--- config.mk ---
export PLATFORM = sky130hd
export DESIGN_NAME = fetch_stage_flat
export DESIGN_NICKNAME = d
export VERILOG_FILES = /design/src/rtl/fetch_stage_if.sv /design/src/rtl/fetch_stage.sv /design/src/flat_wrapper.sv
export SDC_FILE = /design/constraint.sdc
export NUM_CORES = 1
export LEC_CHECK = 0
export ABC_AREA = 1
export BUFFER_PORTS_ARGS = -buffer_cell sky130_fd_sc_hd__buf_4
export CORE_UTILIZATION = 34
export CTS_CLUSTER_SIZE = 25
export DETAILED_ROUTE_END_ITERATION = 16
export PLACE_DENSITY = 0.62
export SETUP_SLACK_MARGIN = 0.02
export SYNTH_ARGS = -nofsm -noshare
export SYNTH_HDL_FRONTEND = slang
export SYNTH_SLANG_ARGS = --single-unit
--- constraint.sdc ---
create_clock -name clk -period 2.5 [get_ports clk]
set_input_delay 0.125 -clock clk [delete_from_list [all_inputs] [get_ports clk]]
set_output_delay 0.125 -clock clk [all_outputs]
set_load 0.01 [all_outputs]
--- src/rtl/fetch_stage_if.sv ---
// fetch_stage_if: instruction-memory read channel between the fetch stage and memory.
//   imem_req   fetch -> mem  read request
//   imem_addr  fetch -> mem  word address (equals PC)
//   imem_data  mem -> fetch  instruction, valid when imem_ready=1
//   imem_ready mem -> fetch  read-complete strobe, meaningful only while imem_req=1
interface fetch_stage_if;
  logic        imem_req;
  logic [15:0] imem_addr;
  logic [15:0] imem_data;
  logic        imem_ready;
  modport master (output imem_req, output imem_addr, input imem_data, input imem_ready);
  modport slave (input imem_req, input imem_addr, output imem_data, output imem_ready);
endinterface

--- src/rtl/fetch_stage.sv ---
// fetch_stage: PC register, instruction-memory request FSM with one-word skid buffer, and IF/ID register.
//   clk          rising-edge clock
//   reset        asynchronous active-low reset
//   stall        hold PC and IF/ID
//   kill         flush IF/ID and redirect PC (beats stall)
//   PcSrc        redirect select: 0 current PC, 1 JumpTarget, 2 BranchTarget, 3 ReturnAddr
//   JumpTarget, BranchTarget, ReturnAddr  redirect addresses
//   imem         instruction-memory channel (master side)
//   IFID_Instr, IFID_PC, IFID_NPC, IFID_Valid  IF/ID register contents
//   opCode       IFID_Instr[15:12]
//   InstrCount   instructions delivered into IF/ID, wraps
module fetch_stage #(
  parameter logic [15:0] RESET_PC  = 16'h0000,
  parameter logic [15:0] NOP_INSTR = 16'h0000
) (
  input  logic                clk,
  input  logic                reset,
  input  logic                stall,
  input  logic                kill,
  input  logic [1:0]          PcSrc,
  input  logic [15:0]         JumpTarget,
  input  logic [15:0]         BranchTarget,
  input  logic [15:0]         ReturnAddr,
  fetch_stage_if.master       imem,
  output logic [15:0]         IFID_Instr,
  output logic [15:0]         IFID_PC,
  output logic [15:0]         IFID_NPC,
  output logic                IFID_Valid,
  output logic [3:0]          opCode,
  output logic [15:0]         InstrCount
);
  typedef enum logic {S_REQ, S_BUF} state_t;
  state_t      state_q, state_d;
  logic [15:0] pc_q, pc_d;
  logic [15:0] instr_q, instr_d;
  logic [15:0] ifid_pc_q, ifid_pc_d;
  logic [15:0] ifid_npc_q, ifid_npc_d;
  logic        valid_q, valid_d;
  logic [15:0] cnt_q, cnt_d;
  logic [15:0] buf_q, buf_d;
  logic [15:0] pc_inc;
  logic [15:0] redirect;
  assign pc_inc = pc_q + 16'd1;
  assign redirect = PcSrc == 2'd0 ? pc_q :
                    PcSrc == 2'd1 ? JumpTarget :
                    PcSrc == 2'd2 ? BranchTarget : ReturnAddr;
  always_comb begin
    state_d    = state_q;
    pc_d       = pc_q;
    instr_d    = instr_q;
    ifid_pc_d  = ifid_pc_q;
    ifid_npc_d = ifid_npc_q;
    valid_d    = valid_q;
    cnt_d      = cnt_q;
    buf_d      = buf_q;
    if (kill) begin
      // Any word returning this cycle belongs to the squashed path and is dropped.
      pc_d    = redirect;
      instr_d = NOP_INSTR;
      valid_d = 1'b0;
      buf_d   = '0;
      state_d = S_REQ;
    end else if (state_q == S_REQ) begin
      if (imem.imem_ready && !stall) begin
        instr_d    = imem.imem_data;
        ifid_pc_d  = pc_q;
        ifid_npc_d = pc_inc;
        valid_d    = 1'b1;
        pc_d       = pc_inc;
        cnt_d      = cnt_q + 16'd1;
      end else if (imem.imem_ready) begin
        // Word arrived while decode is stalled: park it so it is not lost.
        buf_d   = imem.imem_data;
        state_d = S_BUF;
      end else if (!stall) begin
        instr_d = NOP_INSTR;
        valid_d = 1'b0;
      end
    end else if (!stall) begin
      instr_d    = buf_q;
      ifid_pc_d  = pc_q;
      ifid_npc_d = pc_inc;
      valid_d    = 1'b1;
      pc_d       = pc_inc;
      cnt_d      = cnt_q + 16'd1;
      state_d    = S_REQ;
    end
  end
  always_ff @(posedge clk or negedge reset) begin
    if (!reset) begin
      state_q    <= S_REQ;
      pc_q       <= RESET_PC;
      instr_q    <= NOP_INSTR;
      ifid_pc_q  <= '0;
      ifid_npc_q <= '0;
      valid_q    <= 1'b0;
      cnt_q      <= '0;
      buf_q      <= '0;
    end else begin
      state_q    <= state_d;
      pc_q       <= pc_d;
      instr_q    <= instr_d;
      ifid_pc_q  <= ifid_pc_d;
      ifid_npc_q <= ifid_npc_d;
      valid_q    <= valid_d;
      cnt_q      <= cnt_d;
      buf_q      <= buf_d;
    end
  end
  assign imem.imem_req  = state_q == S_REQ;
  assign imem.imem_addr = pc_q;
  assign IFID_Instr     = instr_q;
  assign IFID_PC        = ifid_pc_q;
  assign IFID_NPC       = ifid_npc_q;
  assign IFID_Valid     = valid_q;
  assign opCode         = instr_q[15:12];
  assign InstrCount     = cnt_q;
endmodule

--- src/flat_wrapper.sv ---
// flat-port wrapper written by rule: the top's interface ports become plain ports
module fetch_stage_flat 
#(
  parameter logic [15:0] RESET_PC  = 16'h0000,
  parameter logic [15:0] NOP_INSTR = 16'h0000
)
  (clk, reset, stall, kill, PcSrc, JumpTarget, BranchTarget, ReturnAddr, IFID_Instr, IFID_PC, IFID_NPC, IFID_Valid, opCode, InstrCount, imem_imem_req, imem_imem_addr, imem_imem_data, imem_imem_ready);
  fetch_stage_if imem_i ();
  input  logic clk;
  input  logic reset;
  input  logic stall;
  input  logic kill;
  input  logic [1:0] PcSrc;
  input  logic [15:0] JumpTarget;
  input  logic [15:0] BranchTarget;
  input  logic [15:0] ReturnAddr;
  output logic [15:0] IFID_Instr;
  output logic [15:0] IFID_PC;
  output logic [15:0] IFID_NPC;
  output logic IFID_Valid;
  output logic [3:0] opCode;
  output logic [15:0] InstrCount;
  output wire logic [$bits(imem_i.imem_req)-1:0] imem_imem_req;
  output wire logic [$bits(imem_i.imem_addr)-1:0] imem_imem_addr;
  input wire logic [$bits(imem_i.imem_data)-1:0] imem_imem_data;
  input wire logic [$bits(imem_i.imem_ready)-1:0] imem_imem_ready;
  assign imem_imem_req = imem_i.imem_req;
  assign imem_imem_addr = imem_i.imem_addr;
  assign imem_i.imem_data = imem_imem_data;
  assign imem_i.imem_ready = imem_imem_ready;
  fetch_stage #(.RESET_PC(RESET_PC), .NOP_INSTR(NOP_INSTR)) u_core (.clk(clk), .reset(reset), .stall(stall), .kill(kill), .PcSrc(PcSrc), .JumpTarget(JumpTarget), .BranchTarget(BranchTarget), .ReturnAddr(ReturnAddr), .imem(imem_i), .IFID_Instr(IFID_Instr), .IFID_PC(IFID_PC), .IFID_NPC(IFID_NPC), .IFID_Valid(IFID_Valid), .opCode(opCode), .InstrCount(InstrCount));
endmodule
==> reports/qor.txt <==
Setup crit start kind: register
Die area: 0.01502 mm^2
DRT iter0 DRCs: 356
Largest net degree at the start of global routing: 48
CTS max path bufs: 2
Diodes inserted: 0
Worst Setup Path Type: register to register
Register share of total power: 44.4%
Placed cell areas: 0.006225 mm^2
Worst-Margin Slew: 0.9280 ns
Via Count: 4,566
Switching share of power: 31.79%
Crit end category: register
Die Ht: 122.6 um
Drt wl/cell: 14.61 um
Max rail drop VDD: 360.3 uV
Clk_lat worst skew: 0.35 ns
Drt first pass iters: 4
CTS tree: built
CP max-delay cell: nor2_1
Setup TNS: 0 ns
Gpl congestion: 0.8108
Synth Warn #: 0
Post-CTS Setup Bufs: 0
CTS Sinks: 98
Total of max-cap violations: 0
Family with the most delay on the worst path: simple AND/OR/NAND/NOR gates
Pint: 3.233 mW
CTS buffer count: 9
Congestion Overflow GR: 0
Clk root buf: clkbuf_16
Final Skew: 0.006511 ns
Fmax: 565.1 MHz
Synth Area per Inst: 8.194 um^2
Buffers on Ports: 156
Routed vias/inst: 4.904
Share of layout cells above drive strength 1: 25.43%
Crit-path max cell delay: 0.70 ns
Synth area leaders: dfrtp_1 (50%), nand2_1 (14%), nand3_1 (6.0%)
Worst hold path class: input port to register
Post-synth EDFFs: 0
Placeable Area: 0.01404 mm^2
RSZ-0062 raised after global routing: false
Crit Path Max Fanout: 19
Top-count cell post-synth: nand2_1
Initial core utilization: 35.19%
# rows: 43
Die X-Extent: 122.6 um
Finished layout cell area: 0.006540 mm^2
Final ANT Viol Nets: 0
HPWL Detailed: 10.06 mm
Synth Net Count: 676
Clk pwr share: 30.0%
Worst Path Required: 2.78 ns
Slew Viols, Final: 0
Async set-reset flop share out of synthesis: 100.0%
H-tree levels: 3
Num ports: 157
First-pass GRT wire length: 22.05 mm
#FFs+latches synth: 98
CP cell instances: buf_4, nor2_4, nor2_1, o21ai_0, nand2_1
Number of nets in the layout: 819
Gate count after technology mapping: 603
Initial antenna violation count: 0
Sw Pwr: 1.507 mW
Logic pwr share: 25.6%
Top cells by count, synth: nand2_1 (183), dfrtp_1 (98), nand3_1 (59)
Distinct cells, synth: 28
Final hold violations: 0
Mapped Area: 0.004941 mm^2
Buf+Inv Stages, Crit Path: 1
Slew HR: 37.90%
Final WL: 13.60 mm
Vias in the first global route: 4,364
Crit path time final: 1.769 ns
Synth Flop Type: dfrtp_1
PD cells: 724.9 mW/mm^2
Worst EP arrival: 2.05 ns
Leakage: 3.509 nW
Global Route Usage Sum: 18.98%
Worst-path clk slew: 0.07 ns
Yosys top cell by area: dfrtp_1
Register area share after synthesis: 49.63%
Final design utilization: 46.57%
Outcome: completed
Area Overhead vs Synth: 32.36%
Final Cycle Share: 70.78%
# DRC: 0
Post-synth top area share: 49.63%
Setup violations, final: 0
## routing by layer
metal | share of wire [%] | track usage, %
met2 | 47 | 30.44
met1 | 45 | 25.34
met3 | 6.2 | 3.578
met5 | 0 | 0
met4 | 1.6 | 7.165
## cell usage in the layout (no fill, tap or decap), types with 2 or more instances in the layout
master,n
clkinv_2,3
dfrtp_1,98
buf_4,164
nand4_1,8
xnor2_1,5
nand2_1,183
ha_1,2
nand3_1,59
nor2_2,3
a31oi_1,4
o21ai_0,47
nor2_1,35
clkbuf_8,2
a21oi_1,17
a22o_1,31
inv_1,46
nor2_4,4
clkbuf_16,9
xor2_1,12
o211ai_1,8
## area by class of cell
cell class | count | area, um^2
inverters | 48 | 182.7
fillers | 1396 | 7502
flip-flops and latches | 98 | 2452
repair buffers | 165 | 1241
multi-input cells | 424 | 2133
clock inverters | 5 | 52.55
clock buffers | 11 | 252.7
well taps | 180 | 225.2
## cell families (layout without fill, tap and decap cells)
logic type / after synthesis / in the layout / synth area share, %
xor gates and xnor gates: 17 / 17 / 3.013
DFF: 98 / 98 / 49.63
and+or+nand+nor: 295 / 295 / 25.32
adders and majority gates: 2 / 2 / 0.5064
buffers and inverters: 81 / 229 / 7.192
AOI/OAI and AO/OA: 110 / 110 / 14.33
## power groups by stage
stage	clock network [mW]	logic, mW	registers (mW)
2_1_floorplan	0	0.492	2.16
3_3_place_gp	0	1.21	2.13
3_5_place_dp	0	1.23	2.13
4_1_cts	1.46	1.23	2.11
5_1_grt	1.52	1.36	2.14
6_report	1.42	1.22	2.10
## timing repair
item / in CTS / in global routing
hold buffers: 1 / 0
endpoints found under the hold margin: 45 / 0
resized for setup: 0 / 0
## stage by stage
stage | power (mW) | hold WS, ns | instances | setup slack (ns)
after floorplan | 2.655 | -0.1706 | 603 | 1.071
after global routing | 5.023 | 0.03122 | 931 | 0.4543
final | 4.741 | 0.02036 | 931 | 0.7305
after CTS | 4.792 | 0.01446 | 931 | 0.6961
after detailed placement | 3.360 | 0.1823 | 914 | 0.6926
after global placement | 3.342 | 0.1778 | 914 | 0.7756
## path summary, 6_finish.rpt
kind | startpoint | endpoint | slack, ns | cells after the start
worst max-delay path | u_core.state_q | u_core.buf_q[1] | 0.73 | 5
worst min-delay path | imem_imem_data[14] | u_core.buf_q[14] | 0.02 | 3
worst max register to register | u_core.state_q | u_core.buf_q[1] | 0.73 | 5
worst min register to register | u_core.InstrCount[15] | u_core.InstrCount[15] | 0.48 | 1
max in group asynchronous | reset | u_core.IFID_Instr[10] | 1.28 | 3
min in group asynchronous | reset | u_core.IFID_NPC[0] | 0.33 | 2
## sequential cells by signal, summed over array words and instances (netlist names)
name,cells
u_core.state_q,1
u_core.buf_q,16
u_core.IFID_Valid,1
u_core.IFID_PC,16
u_core.InstrCount,16
u_core.IFID_NPC,16
u_core.IFID_Instr,16
u_core.imem.imem_addr,16
## worst min-delay path, delay by kind of cell
family | cells | cell delay, ns
and+or+nand+nor | 2 | 0.13
buffers and inverters | 1 | 0.09
Power figures use the tool's default switching activity.
